**config.mk**
```make
export PLATFORM = sky130hd
export DESIGN_NAME = pipelined_cla_adder
export DESIGN_NICKNAME = d
export VERILOG_FILES = /design/src/rtl/pipelined_cla_adder.sv
export SDC_FILE = /design/constraint.sdc
export NUM_CORES = 1
export LEC_CHECK = 0
export BUFFER_PORTS_ARGS = -buffer_cell sky130_fd_sc_hd__clkbuf_2
export CAP_MARGIN = 10
export CORE_MARGIN = 2
export CORE_UTILIZATION = 57
export CTS_BUF_LIST = sky130_fd_sc_hd__clkbuf_8
export DETAILED_ROUTE_END_ITERATION = 8
export GPL_ROUTABILITY_DRIVEN = 0
export GPL_TIMING_DRIVEN = 0
export HOLD_SLACK_MARGIN = 0.05
export PLACE_DENSITY_LB_ADDON = 0.2
export SYNTH_ARGS = -nofsm -noshare
export SYNTH_HDL_FRONTEND = slang
export SYNTH_SLANG_ARGS = --single-unit
```
**constraint.sdc**
```tcl
create_clock -name clk -period 4.3 [get_ports clk]
set_input_delay 1.29 -clock clk [delete_from_list [all_inputs] [get_ports clk]]
set_output_delay 1.29 -clock clk [all_outputs]
set_load 0.02 [all_outputs]
```
**src/rtl/pipelined_cla_adder.sv**
```systemverilog
// Two-stage pipelined carry-lookahead adder/subtractor with valid/ready handshake.
// Stage 1 registers the operands with B pre-inverted for subtraction and the
// effective carry-in; stage 2 registers the sum and its flags.
// Optional feature: define CLA_SATURATE_EN to clamp S on signed overflow.
module pipelined_cla_adder #(
    parameter int WIDTH = 16
) (
    input  logic             clk,
    input  logic             rst,
    input  logic             in_valid,
    output logic             in_ready,
    input  logic [WIDTH-1:0] A,
    input  logic [WIDTH-1:0] B,
    input  logic             C_in,
    input  logic             sub,
    output logic             out_valid,
    input  logic             out_ready,
    output logic [WIDTH-1:0] S,
    output logic             C_out,
    output logic             overflow,
    output logic             zero
);

    localparam int NG = WIDTH / 4;

    logic             s1_valid;
    logic [WIDTH-1:0] s1_a;
    logic [WIDTH-1:0] s1_b;
    logic             s1_cin;
    logic             s2_valid;
    logic             adv1;
    logic             adv2;

    logic [WIDTH-1:0] g;
    logic [WIDTH-1:0] p;
    logic [WIDTH-1:0] bit_c;
    logic [NG-1:0]    grp_g;
    logic [NG-1:0]    grp_p;
    logic [NG:0]      grp_c;
    logic [WIDTH-1:0] raw_sum;
    logic [WIDTH-1:0] sum_n;
    logic             c_out_n;
    logic             ovf_n;

    // A stage moves forward when it is empty or the stage after it is moving.
    assign adv2      = !s2_valid || out_ready;
    assign adv1      = !s1_valid || adv2;
    assign in_ready  = adv1;
    assign out_valid = s2_valid;

    // Stage 1 captures operands, folding subtraction into an inverted B and forced carry-in.
    always_ff @(posedge clk or posedge rst) begin
        if (rst) begin
            s1_valid <= 1'b0;
            s1_a     <= '0;
            s1_b     <= '0;
            s1_cin   <= 1'b0;
        end else if (adv1) begin
            s1_valid <= in_valid;
            if (in_valid) begin
                s1_a   <= A;
                s1_b   <= B ^ {WIDTH{sub}};
                s1_cin <= sub ? 1'b1 : C_in;
            end
        end
    end

    assign g = s1_a & s1_b;
    assign p = s1_a ^ s1_b;

    // Each 4-bit group produces its own Pg/Gg and expands its internal carries from the group carry-in.
    for (genvar gi = 0; gi < NG; gi++) begin : g_grp
        localparam int L = 4 * gi;
        assign grp_p[gi]  = &p[L+3:L];
        assign grp_g[gi]  = g[L+3]
                          | (p[L+3] & g[L+2])
                          | (p[L+3] & p[L+2] & g[L+1])
                          | (p[L+3] & p[L+2] & p[L+1] & g[L]);
        assign bit_c[L]   = grp_c[gi];
        assign bit_c[L+1] = g[L] | (p[L] & grp_c[gi]);
        assign bit_c[L+2] = g[L+1] | (p[L+1] & g[L]) | (p[L+1] & p[L] & grp_c[gi]);
        assign bit_c[L+3] = g[L+2] | (p[L+2] & g[L+1]) | (p[L+2] & p[L+1] & g[L])
                          | (p[L+2] & p[L+1] & p[L] & grp_c[gi]);
    end

    // Second-level lookahead: every group carry is a flat sum of products of Gg/Pg and carry-in.
    always_comb begin
        logic term;
        logic acc;
        grp_c    = '0;
        grp_c[0] = s1_cin;
        for (int k = 1; k <= NG; k++) begin
            term = s1_cin;
            for (int j = 0; j < k; j++) begin
                term = term & grp_p[j];
            end
            acc = term;
            for (int j = 0; j < k; j++) begin
                term = grp_g[j];
                for (int m = j + 1; m < k; m++) begin
                    term = term & grp_p[m];
                end
                acc = acc | term;
            end
            grp_c[k] = acc;
        end
    end

    assign raw_sum = p ^ bit_c;
    assign c_out_n = grp_c[NG];
    assign ovf_n   = bit_c[WIDTH-1] ^ c_out_n;

`ifdef CLA_SATURATE_EN
    // On overflow both effective operands share a sign, so A's sign picks the clamp direction.
    always_comb begin
        sum_n = raw_sum;
        if (ovf_n) begin
            sum_n = s1_a[WIDTH-1] ? {1'b1, {(WIDTH-1){1'b0}}} : {1'b0, {(WIDTH-1){1'b1}}};
        end
    end
`else
    assign sum_n = raw_sum;
`endif

    // Stage 2 holds the result under backpressure and only reloads it when stage 1 has data.
    always_ff @(posedge clk or posedge rst) begin
        if (rst) begin
            s2_valid <= 1'b0;
            S        <= '0;
            C_out    <= 1'b0;
            overflow <= 1'b0;
            zero     <= 1'b0;
        end else if (adv2) begin
            s2_valid <= s1_valid;
            if (s1_valid) begin
                S        <= sum_n;
                C_out    <= c_out_n;
                overflow <= ovf_n;
                zero     <= (sum_n == '0);
            end
        end
    end

endmodule
```
==> qor.yml <==
cts_resized: 0
track_usage_pct: 23.35
postSynthRegisterBits: 54
cts_setup_buffers: 0
mappedNetlistNets: 317
max-slew-margin-rel_pct: 63.76
first_global_vias: 2178
synth_top_cells_by_area: "sky130_fd_sc_hd__dfrtp_1, sky130_fd_sc_hd__mux2_2, sky130_fd_sc_hd__xnor2_1"
yosys.area.top_type: "sky130_fd_sc_hd__dfrtp_1"
synthDistinctLibCells: 41
route.detailed.vias_per_inst: 5.288
yosysWarnings: 0
hold_buffers: 0
io-pin-count: 59
switching_power_mw: 0.6798
leading_cell_types_by_count_after_synthesis: "sky130_fd_sc_hd__dfrtp_1, sky130_fd_sc_hd__nand2_1, sky130_fd_sc_hd__o21ai_0, sky130_fd_sc_hd__xnor2_1, sky130_fd_sc_hd__mux2_2"
fin_setup_tns_ps: 0
critPathMaxStageDelay_ps: 580
synth-edff-count: 0
antenna_found_initial: 0
critPathSlowestCell: "sky130_fd_sc_hd__or4b_2"
min-delay-path-class: "reg -> reg"
post-route-min-period_ps: 3624
wl_um: 5727
cts-root-to-sink-buffers: 2
floorplan.die_area_mm2: 0.005640
fmax_mhz: 275.9
mappedNetlistArea_mm2: 0.002882
power.density_cell_area_mw_per_mm2: 536.3
dr.pass1.iters: 4
final.setup_skew_ps: 9.335
timing.critical_path.fanout_max: 5
post-route-drc-count: 0
timing_hold_violations_final: 0
static_leak_nw: 1.588
tritoncts.num_buffers: 5
initial_utilization_pct: 60.21
share_seq_of_total_power_pct: 39.5
floorplan.core_area_mm2: 0.004786
run_status: "completed"
share_of_the_synthesized_area_in_the_top_cell_type_pct: 46.90
dominant_cell_by_count_in_the_synthesized_netlist: "sky130_fd_sc_hd__dfrtp_1"
total_power_of_the_final_layout_mw: 1.815
worstPathCellList: "ha_1 -> nand2_1 -> o21ai_1 -> a2111oi_4 -> o21bai_1 -> a21oi_1 -> fa_1 -> or4b_2 -> nor4_1 -> nand4_1 -> nor2_1 -> a41o_1"
synthesis.area_per_instance_um2: 11.13
via_count: 2073
num_antenna_cells: 0
tightest_slew_ps: 542.8
critPathRequiredTime_ps: 4560
clock-root-buffer: "sky130_fd_sc_hd__clkbuf_8"
layout_cells_sized_above_1_pct: 31.38
yosysSeqAreaShare_pct: 46.90
worst_slack_ps: 676.1
routedWlPerCell_um: 14.61
postRouteAntennaNets: 0
irDropWorstVdd_mv: 0.2341
switching_share_pct: 37.45
grt_overflow: 0
io_buffers: 57
fillCellCount: 362
layout.nets: 382
clock_power_share_pct: 18.8
tritoncts: "done"
worst_setup_path_end_kind: "flip-flop"
grt_max_degree: 31
min_period_over_period_pct: 84.28
worst_hold_slack_ps: 484.9
critical_path_class: "reg -> reg"
p_comb_share_pct: 41.8
crit_path_start_kind: "flip-flop"
grt_setup_unrepaired: "false"
critPathArrivalTime_ps: 3880
async_reset_ff_share_pct: 100.0
hpwl_um: 4602
clk_latency_ps: 310
max_cap_viols: 0
dr.first_iter.drc_count: 52
dieWidth_um: 75.10
dominantRegCellSynth: "sky130_fd_sc_hd__dfrtp_1"
global_route_wire_length_before_repair_um: 9853
layout-area-overhead-vs-synth_pct: 17.46
cts.sink_count: 54
internal_power_mw: 1.135
timing.final.setup_violations: 0
die-height_um: 75.10
netlist_instances: 259
clkSlewWorstSetupHoldPaths_ps: 100
fp-row-count: 25
pre_cts_slack_ps: 752.1
final_max_slew_viol_count: 0
htreeDepth: 2
==> flip-flops by register name (all words and copies together) (netlist names) <==
signal,flops
S,16
zero,1
s1_b,16
s1_cin,1
s1_valid,1
overflow,1
out_valid,1
C_out,1
s1_a,16
==> cell families (layout without fill, tap and decap cells) <==
kind of cell	count (synthesis)	in the layout	synth area share, %
adder cells (fa/ha/maj)	20	20	9.726
flip-flops	54	54	46.90
buffers and inverters	13	79	2.041
AND/OR/NAND/NOR	55	55	8.771
multiplexers	24	24	9.336
XOR/XNOR	30	30	9.118
AO/OA/AOI/OAI	63	63	14.11
==> power groups by stage <==
| stage | clock [mW] | combinational, mW | sequential [mW] |
|---|---|---|---|
| after floorplan | 0 | 0.443 | 0.816 |
| after global placement | 0 | 0.729 | 0.723 |
| after detailed placement | 0 | 0.757 | 0.729 |
| after CTS | 0.350 | 0.762 | 0.718 |
| after global routing | 0.363 | 0.843 | 0.735 |
| final | 0.340 | 0.758 | 0.717 |
==> metrics by stage <==
stage	cells	instance area, µm²	utilization, %
6_report	392	3385	70.72
5_1_grt	392	3385	70.72
4_1_cts	392	3385	70.72
3_5_place_dp	384	3271	68.34
3_3_place_gp	383	3251	67.92
2_1_floorplan	259	2882	-
==> worst max-delay path, delay by kind of cell, from the launching register on <==
kind            cells  cell delay, ps
compound gates      5            1030
fa+ha+maj           2             900
flops               1             410
simple gates        5            1220
==> placed cells by master, fill, tap and decap left out, drive strengths merged <==
master / count
clkbuf: 69
dfrtp: 54
o21ai: 32
nand2: 31
xnor2: 24
mux2: 23
ha: 16
a21oi: 11
nor2: 9
xor2: 6
a21o: 6
nand2b: 4
fa: 4
buf: 4
o21a: 3
inv: 3
and3: 2
a31oi: 2
nand4: 2
clkinvlp: 2
o21bai: 2
nand3b: 1
a211oi: 1
and4: 1
a2111oi: 1
or3: 1
o22a: 1
a221o: 1
o211ai: 1
o22ai: 1
nand3: 1
or4b: 1
nor4: 1
and2: 1
a41o: 1
mux2i: 1
bufinv: 1
==> per-layer routing <==
metal	share of wire, %	GRT usage [%]	up-vias
met3	3.8	3.748	7
met4	1.5	7.540	0
met5	0	0	-
met1	46	30.62	981
met2	49	39.67	51
li1	-	-	1034
==> cell type report <==
type | count | area, µm² | area share (%)
tap | 67 | 83.83 | 2.477
timing repair buffer | 58 | 305.3 | 9.020
multi-input combinational | 192 | 1471 | 43.47
clock buffer | 5 | 68.82 | 2.033
clock inverter | 3 | 45.04 | 1.331
inverter | 3 | 11.26 | 0.3327
sequential | 54 | 1351 | 39.93
buffer | 10 | 47.55 | 1.405
==> worst paths after layout <==
path | startpoint | to | slack (ps) | cells after the start
max in group asynchronous | rst | s1_b[7] | 2770 | 3
worst max register to register | s1_b[7] | zero | 680 | 12
worst min register to register | S[3] | S[3] | 480 | 2
worst min-delay path | S[3] | S[3] | 480 | 2
worst max-delay path | s1_b[7] | zero | 680 | 12
min in group asynchronous | rst | S[9] | 990 | 2
No activity file was read; power rests on OpenSTA's default activity.
